## config.mk

```make
export PLATFORM = sky130hd
export DESIGN_NAME = ysyx_22050039_ifu
export DESIGN_NICKNAME = d
export VERILOG_FILES = /design/src/rtl/ysyx_22050039_ifu_pkg.sv /design/src/rtl/ysyx_22050039_ifu_reg.sv /design/src/rtl/ysyx_22050039_ifu.sv
export SDC_FILE = /design/constraint.sdc
export NUM_CORES = 1
export LEC_CHECK = 0
export BUFFER_PORTS_ARGS = -buffer_cell sky130_fd_sc_hd__clkbuf_2
export CORE_ASPECT_RATIO = 1.1
export CORE_MARGIN = 8
export CORE_UTILIZATION = 45
export CTS_CLUSTER_SIZE = 12
export DETAILED_ROUTE_END_ITERATION = 8
export GPL_TIMING_DRIVEN = 0
export PLACE_DENSITY_LB_ADDON = 0.25
export SLEW_MARGIN = 20
export SYNTH_ARGS = -nofsm -noshare
export SYNTH_HDL_FRONTEND = slang
export SYNTH_SLANG_ARGS = --single-unit
export TNS_END_PERCENT = 50
```

## constraint.sdc

```tcl
create_clock -name clk -period 7.3 [get_ports clk]
set_clock_uncertainty 0.1 [all_clocks]
set_input_delay 0.365 -clock clk [delete_from_list [all_inputs] [get_ports clk]]
set_output_delay 0.365 -clock clk [all_outputs]
set_load 0.02 [all_outputs]
```

## src/rtl/ysyx_22050039_ifu_pkg.sv

```systemverilog
// Shared ysyx_22050039 configuration: fetch FSM state encoding and the default reset PC.
package ysyx_22050039_ifu_pkg;

  typedef enum logic [1:0] {
    IFU_IDLE,
    IFU_REQ,
    IFU_WAIT,
    IFU_VALID
  } ifu_state_e;

  localparam logic [63:0] RESET_PC = 64'h8000_0000;

endpackage

```

## src/rtl/ysyx_22050039_ifu_reg.sv

```systemverilog
// Generic write-enabled register with asynchronous active-low reset to a fixed value.
module ysyx_22050039_Reg #(
  parameter int unsigned             WIDTH     = 1,
  parameter logic [WIDTH-1:0]        RESET_VAL = '0
) (
  input  logic             clk,
  input  logic             rst,
  input  logic             wen,
  input  logic [WIDTH-1:0] din,
  output logic [WIDTH-1:0] dout
);

  always_ff @(posedge clk or negedge rst) begin
    if (!rst)     dout <= RESET_VAL;
    else if (wen) dout <= din;
  end

endmodule

```

## src/rtl/ysyx_22050039_ifu.sv

```systemverilog
// Instruction fetch unit: one-outstanding fetch FSM with redirect/drop handling.
// Optional misaligned-PC trap reporting under YSYX_22050039_IFU_MISALIGN_CHK_EN.
module ysyx_22050039_ifu #(
  parameter int unsigned         XLEN     = 64,
  parameter int unsigned         INST_LEN = 32,
  parameter logic [XLEN-1:0]     RESET_PC = XLEN'(ysyx_22050039_ifu_pkg::RESET_PC)
) (
  input  logic                clk,
  input  logic                rst,
  output logic                mem_req_valid,
  output logic [XLEN-1:0]     mem_req_addr,
  input  logic                mem_req_ready,
  input  logic                mem_resp_valid,
  input  logic [INST_LEN-1:0] mem_resp_data,
  output logic                inst_valid,
  output logic [INST_LEN-1:0] inst,
  output logic [XLEN-1:0]     pc,
  input  logic                inst_ready,
  input  logic                redirect_valid,
  input  logic [XLEN-1:0]     redirect_pc,
  output logic [63:0]         fetch_cnt
`ifdef YSYX_22050039_IFU_MISALIGN_CHK_EN
  ,
  output logic                misalign
`endif
);

  import ysyx_22050039_ifu_pkg::*;

  ifu_state_e          state, state_nxt;
  logic                drop, drop_nxt;
  logic [INST_LEN-1:0] inst_nxt;
  logic [63:0]         cnt_nxt;
  logic                pc_wen;
  logic [XLEN-1:0]     pc_din;
  logic                misaligned;

`ifdef YSYX_22050039_IFU_MISALIGN_CHK_EN
  assign misaligned = |pc[1:0];
  assign misalign   = (state == IFU_VALID) && misaligned;
`else
  assign misaligned = 1'b0;
`endif

  assign mem_req_addr = pc;

  ysyx_22050039_Reg #(
    .WIDTH     (XLEN),
    .RESET_VAL (RESET_PC)
  ) u_pc_reg (
    .clk  (clk),
    .rst  (rst),
    .wen  (pc_wen),
    .din  (pc_din),
    .dout (pc)
  );

  always_ff @(posedge clk or negedge rst) begin
    if (!rst) begin
      state     <= IFU_IDLE;
      drop      <= 1'b0;
      inst      <= '0;
      fetch_cnt <= '0;
    end else begin
      state     <= state_nxt;
      drop      <= drop_nxt;
      inst      <= inst_nxt;
      fetch_cnt <= cnt_nxt;
    end
  end

  always_comb begin
    state_nxt     = state;
    drop_nxt      = drop;
    inst_nxt      = inst;
    cnt_nxt       = fetch_cnt;
    pc_wen        = 1'b0;
    pc_din        = pc + XLEN'(4);
    mem_req_valid = 1'b0;
    inst_valid    = 1'b0;

    // A redirect always wins the PC write, whatever the state does.
    if (redirect_valid) begin
      pc_wen = 1'b1;
      pc_din = redirect_pc;
    end

    case (state)
      IFU_IDLE: state_nxt = IFU_REQ;

      IFU_REQ: begin
        if (misaligned) begin
          if (!redirect_valid) begin
            state_nxt = IFU_VALID;
            inst_nxt  = '0;
          end
        end else begin
          mem_req_valid = 1'b1;
          if (mem_req_ready) begin
            state_nxt = IFU_WAIT;
            drop_nxt  = redirect_valid;
          end
        end
      end

      IFU_WAIT: begin
        // A redirect coinciding with the response makes that response stale too.
        if (mem_resp_valid) begin
          if (drop || redirect_valid) begin
            state_nxt = IFU_REQ;
            drop_nxt  = 1'b0;
          end else begin
            inst_nxt  = mem_resp_data;
            state_nxt = IFU_VALID;
          end
        end else if (redirect_valid) begin
          drop_nxt = 1'b1;
        end
      end

      IFU_VALID: begin
        inst_valid = 1'b1;
        if (redirect_valid) begin
          state_nxt = IFU_REQ;
        end else if (inst_ready) begin
          pc_wen    = 1'b1;
          cnt_nxt   = fetch_cnt + 64'd1;
          state_nxt = IFU_REQ;
        end
      end

      default: state_nxt = IFU_IDLE;
    endcase
  end

endmodule

```

# [After elaboration in Yosys (flattened, before gate mapping)]
# Index checks and enable logic that the tools add are counted.
[classes] add_sub_neg=2 eq_ne=8 muxes=18 bitwise=2 reduce_logical=7
[op_table] operator="$add A64 B1 Y64 const B" n=1
[op_table] operator="$add A64 B3 Y64 const B" n=1
[op_table] operator="$mux W64" n=1
[op_table] operator="$mux W1" n=10
[op_table] operator="$mux W2" n=5
[op_table] operator="$ne A3 B3 Y1 const B" n=3
[op_table] operator="$reduce_and A3 Y1" n=3
[op_table] operator="$pmux W2 S4" n=1
[op_table] operator="$eq A2 B2 Y1 const B" n=2
[op_table] operator="$ne A2 B2 Y1 const B" n=2
[op_table] operator="$reduce_and A4 Y1" n=1
[op_table] operator="$eq A2 B1 Y1 const B" n=1
[op_table] operator="$logic_not A2 Y1" n=1
[op_table] operator="$not A1 Y1" n=2
[op_table] operator="$pmux W1 S2" n=1
[op_table] operator="$reduce_bool A2 Y1" n=1
[op_table] operator="$logic_or A1 B1 Y1" n=1
[word_totals] ff_bits=163 inputBits=102 out_inout_bits=226 wordCells=42

# [Longest topological paths before layout]
[logic_depth] word_depth=4 mapped_depth=8 mapped_depth_nobuf=6

# [By module]
# Synthesis repeated with hierarchy kept, for this count alone.
[hier_totals] hier_cells=954 hier_area_um2=9731.8
[by_module_without_submodules] module="ysyx_22050039_ifu" n_inst=1 cells_each=819 area_per_inst_um2=7051.8 seq_area_each_um2=2477.4
[by_module_without_submodules] module="ysyx_22050039_Reg" n_inst=1 cells_each=135 area_per_inst_um2=2680.1 seq_area_each_um2=1602.8

# [Worst setup path before layout]
# No wires, ideal clock.
[synth_timing] path_type="reg2reg" startpoint="register state[0]" endpoint="register u_pc_reg.dout[54]" setup_time_ns=0.082 arrival_ns=2.375 required_ns=7.118 slack_ns=4.743 path_stages_with_launch=9 path_buffers=2 period_less_slack_ns=2.557 cell_sequence="dfrtp_1 > ha_1 > and3_1 > buf_2 > nand4_4 > or4_1 > buf_2 > or4_1 > a31oi_1"
[synth_between] elab_chain_cells=2
[synth_lines] item="from (decl)" line="ysyx_22050039_ifu.sv:30" rtl="ifu_state_e state, state_nxt;"
[synth_lines] item="from (signal assigned)" line="ysyx_22050039_ifu.sv:65" rtl="state <= state_nxt;"
[synth_lines] item="$eq A2 B2 Y1" line="ysyx_22050039_ifu.sv:88" rtl="case (state)"
[synth_lines] item="$mux W1" line="ysyx_22050039_ifu.sv:88"
[synth_lines] item="to (signal assigned)" line="ysyx_22050039_ifu_reg.sv:15" rtl="else if (wen) dout <= din;"
[synth_lines] item="to (decl)" line="ysyx_22050039_ifu_reg.sv:10" rtl="output logic [WIDTH-1:0] dout"
# Every way passes these cells.
# A chain may end at the register's enable or synchronous reset.

# [Final worst setup path]
[layout_timing] startpoint="register state[0]" endpoint="register u_pc_reg.dout[53]"
# The elaborated chain is that of the path after synthesis.

==> results.toml <==
[status]
status = "finished clean"

[routing]
wl_met3_mm = 1.77
wl_met2_mm = 12.8
drtAntennaViolNets = 0
drt_wl_total_mm = 25.5
drc = 0
drt-pass1-iter-count = 4
routed_via_density = 5.20
highest_layer = "met4"
m1WireLength_mm = 10.5
routedWlPerCell_um = 17.5
vias = 7572
drt_iter0_drc = 444

[sta]
rsz0062_at_grt = "false"
slew_viol_final = 0
worstMarginPinSlew_ns = 0.692
min_period_over_period_pct = 40.8
tns_ns = 0
slew_headroom_pct = 53.7
timing.fmax_mhz = 336
fin_ws_ns = 4.32
hold_viol = 0
setup_viol = 0
min_period_ns = 2.98

[worst_setup_path]
worstReg2RegEnd = "u_pc_reg.dout[53]"
start_kind = "flop"
crit_chain = "ha_1 > and4_1 > and4_1 > clkbuf_1 > nand4_1 > or4_1 > nand3_1"
worstSetupPathType = "reg2reg"
critPathBufInv = 1
cpLargestDelayFamily = "simple AND/OR/NAND/NOR gates"
worstPathRequired_ns = 7.55
cp-end-kind = "flop"
critPathMostFrequentCell = "and4_1"
r2r_slack_ns = 4.32
worstPathMaxFanout = 9
critPathSlowestCell = "or4_1"
worstReg2RegStart = "state[0]"
setup.worst_path.start = "state[0]"
cp_slowest_stage_delay_ns = 0.60
arrival_ns = 3.23
rr_worst_depth = 7

[cts]
cts-buffers-inserted = 17
h-tree-depth = 4
root_buffer = "clkbuf_16"
tritoncts = "built"
cts_buffer_depth = 2
clock-sinks = 163
clk_pin_slew_worst_paths_ns = 0.07
clkLatencyLatePin_ns = 0.42
cts.repair.resized = 0

[floorplanning]
die_h_um = 160
row_count = 52
core-area_um2 = 18500
initial_core_util_pct = 46.0
num_io_pins = 328
dieArea_um2 = 23500
fp.dieW_um = 147

[final_layout]
antenna_cells = 0
area_growth_pct = 30.1
seqCellArea_um2 = 4080
multiInputGateArea_um2 = 3740
stdcell_count = 1456
drive_above_1_share_pct = 38.8
nets = 1307
fillers = 1637

[run]
cap_viol_max_count = 0

[yosys]
synth_top_area_cell = "dfrtp_1"
synth_commonest_cells = "162 x dfrtp_1, 88 x nand2_1, 65 x buf_4"
ys_ff_latch = 163
yosysWarnings = 0
synth_cells = 853
synth_cell_types = 50
synth_nets = 960
synth_area_leaders = "dfrtp_1 48%, xnor2_1 6.2%, buf_4 5.7%"
yosysMostFrequentCell = "dfrtp_1"
synth_ff_type = "dfrtp_1"
async_reset_ff_share_pct = 100
ys_seq_area_share_pct = 48.0
synth_edf_count = 0
syn_avg_cell_area_um2 = 9.97
netlist_area_um2 = 8500
yosysTopAreaCellShare_pct = 47.7

[power_and_ir_drop]
power_leakage_nw = 5.41
power_density_nw_per_um2 = 247
ir_worst_vdd_v = 0.000167

[min_path]
hold_class = "in2reg"
hp-start = "redirect_pc[25]"
whs_path_depth = 3
worstHoldEndpoint = "u_pc_reg.dout[25]"

[global_route]
antenna_found_initial = 0
grtUsageTotal_pct = 21.3
grt_pass1_vias = 7710
grt-ovfl-total = 0
grt_max_degree = 90
grt_pass1_wl_mm = 41.0

[placed_design]
gp_congestion = 0.880
port-buffer-count = 326
placedCellCount = 1423
hpwlAfterDp_mm = 19.6
dp_worst_setup_slack_ns = 4.46
==> how the worst max path moves through the flow <==
stage | endpoint | slack (ns) | cells after the start
final | u_pc_reg.dout[53] | 4.32 | 7
after global routing | u_pc_reg.dout[53] | 4.18 | 7
after CTS | u_pc_reg.dout[53] | 4.43 | 7
after detailed placement | u_pc_reg.dout[53] | 4.46 | 7
after global placement | u_pc_reg.dout[17] | 2.77 | 1
after floorplan | u_pc_reg.dout[54] | 4.74 | 8
==> kinds of logic after synthesis <==
family | Yosys count | synth area share (%)
simple gates | 342 | 21.6
flops | 163 | 48.0
buf+inv | 114 | 7.95
xor+xnor | 104 | 10.7
compound gates | 85 | 5.76
mux | 40 | 5.24
fa+ha+maj | 5 | 0.736
==> through the flow <==
stage / instance area (um2) / util [%] / power [mW] / hold WS, ns
final: 11100 / 59.9 / 2.73 / 0.0456
after global routing: 11100 / 59.9 / 2.87 / 0.0406
after CTS: 11100 / 59.9 / 2.76 / 0.0343
after detailed placement: 10500 / 56.7 / 1.88 / 0.341
after global placement: 10400 / 56.5 / 1.86 / 0.356
after floorplan: 8500 / - / 1.59 / -0.0306
==> layout make-up <==
type                            instances  share of cell area [%]
Buffer                                 98                    5.56
Inverter                               16                   0.543
Clock inverter                         14                    1.28
Timing Repair Buffer                  328                    15.2
Sequential cell                       163                    36.9
Multi-Input combinational cell        576                    33.8
Clock buffer                           18                    3.97
Tap cell                              243                    2.75
==> power breakdown <==
group	leakage, nW	switching, mW	internal (mW)
clock	0.276	0.412	0.463
combinational	3.07	0.417	0.289
sequential	2.07	0.118	1.03
total	5.41	0.947	1.78
==> registers in the layout, indices dropped and copies added (netlist names) <==
signal	count
fetch_cnt	64
state	2
u_pc_reg.dout	64
inst	32
drop	1
==> worst register-to-register path: stages (launching register included) <==
cell and delay (ns):
dfrtp_1 0.38, ha_1 0.27, and4_1 0.35, and4_1 0.22, clkbuf_1 0.44, nand4_1 0.46, or4_1 0.60, nand3_1 0.09
==> repair_timing <==
action / CTS / global route
setup buffers: 0 / 0
hold endpoints to repair: 73 / 0
hold buffers: 1 / 0
==> routing by layer <==
layer  GRT usage [%]  vias up
met5               0        -
met4            5.48        0
met3            5.60       21
met2            37.2      278
met1            25.5     3630
li1                -     3643
==> placed cells by master, fill, tap and decap left out, types with 2 or more instances in the layout <==
cell type	synthesis	layout
clkbuf_2	0	325
inv_6	0	5
and2_1	3	3
clkbuf_8	0	2
or4_1	9	9
nand2b_1	2	2
clkinv_8	0	2
mux2_2	36	36
dfrtp_1	162	162
ha_1	5	5
a211o_1	3	3
inv_1	16	16
buf_1	6	6
inv_8	0	3
o21ai_1	2	2
nor2_1	44	44
or3_1	12	12
a31oi_1	14	14
nor3_1	22	22
xor2_1	44	44
nand3_1	49	49
mux2i_1	4	4
and3_1	15	15
nand4b_1	3	3
clkbuf_1	24	24
buf_2	3	3
o21ai_0	51	51
clkinvlp_4	0	3
clkbuf_16	0	17
nand4_1	46	46
nand2_1	88	88
a21oi_1	5	5
nor2b_1	4	4
xnor2_1	60	60
and4_1	16	16
nor4_1	19	19
buf_4	65	65
a22oi_1	2	2
Note: power is estimated with default switching activity, not from simulation.
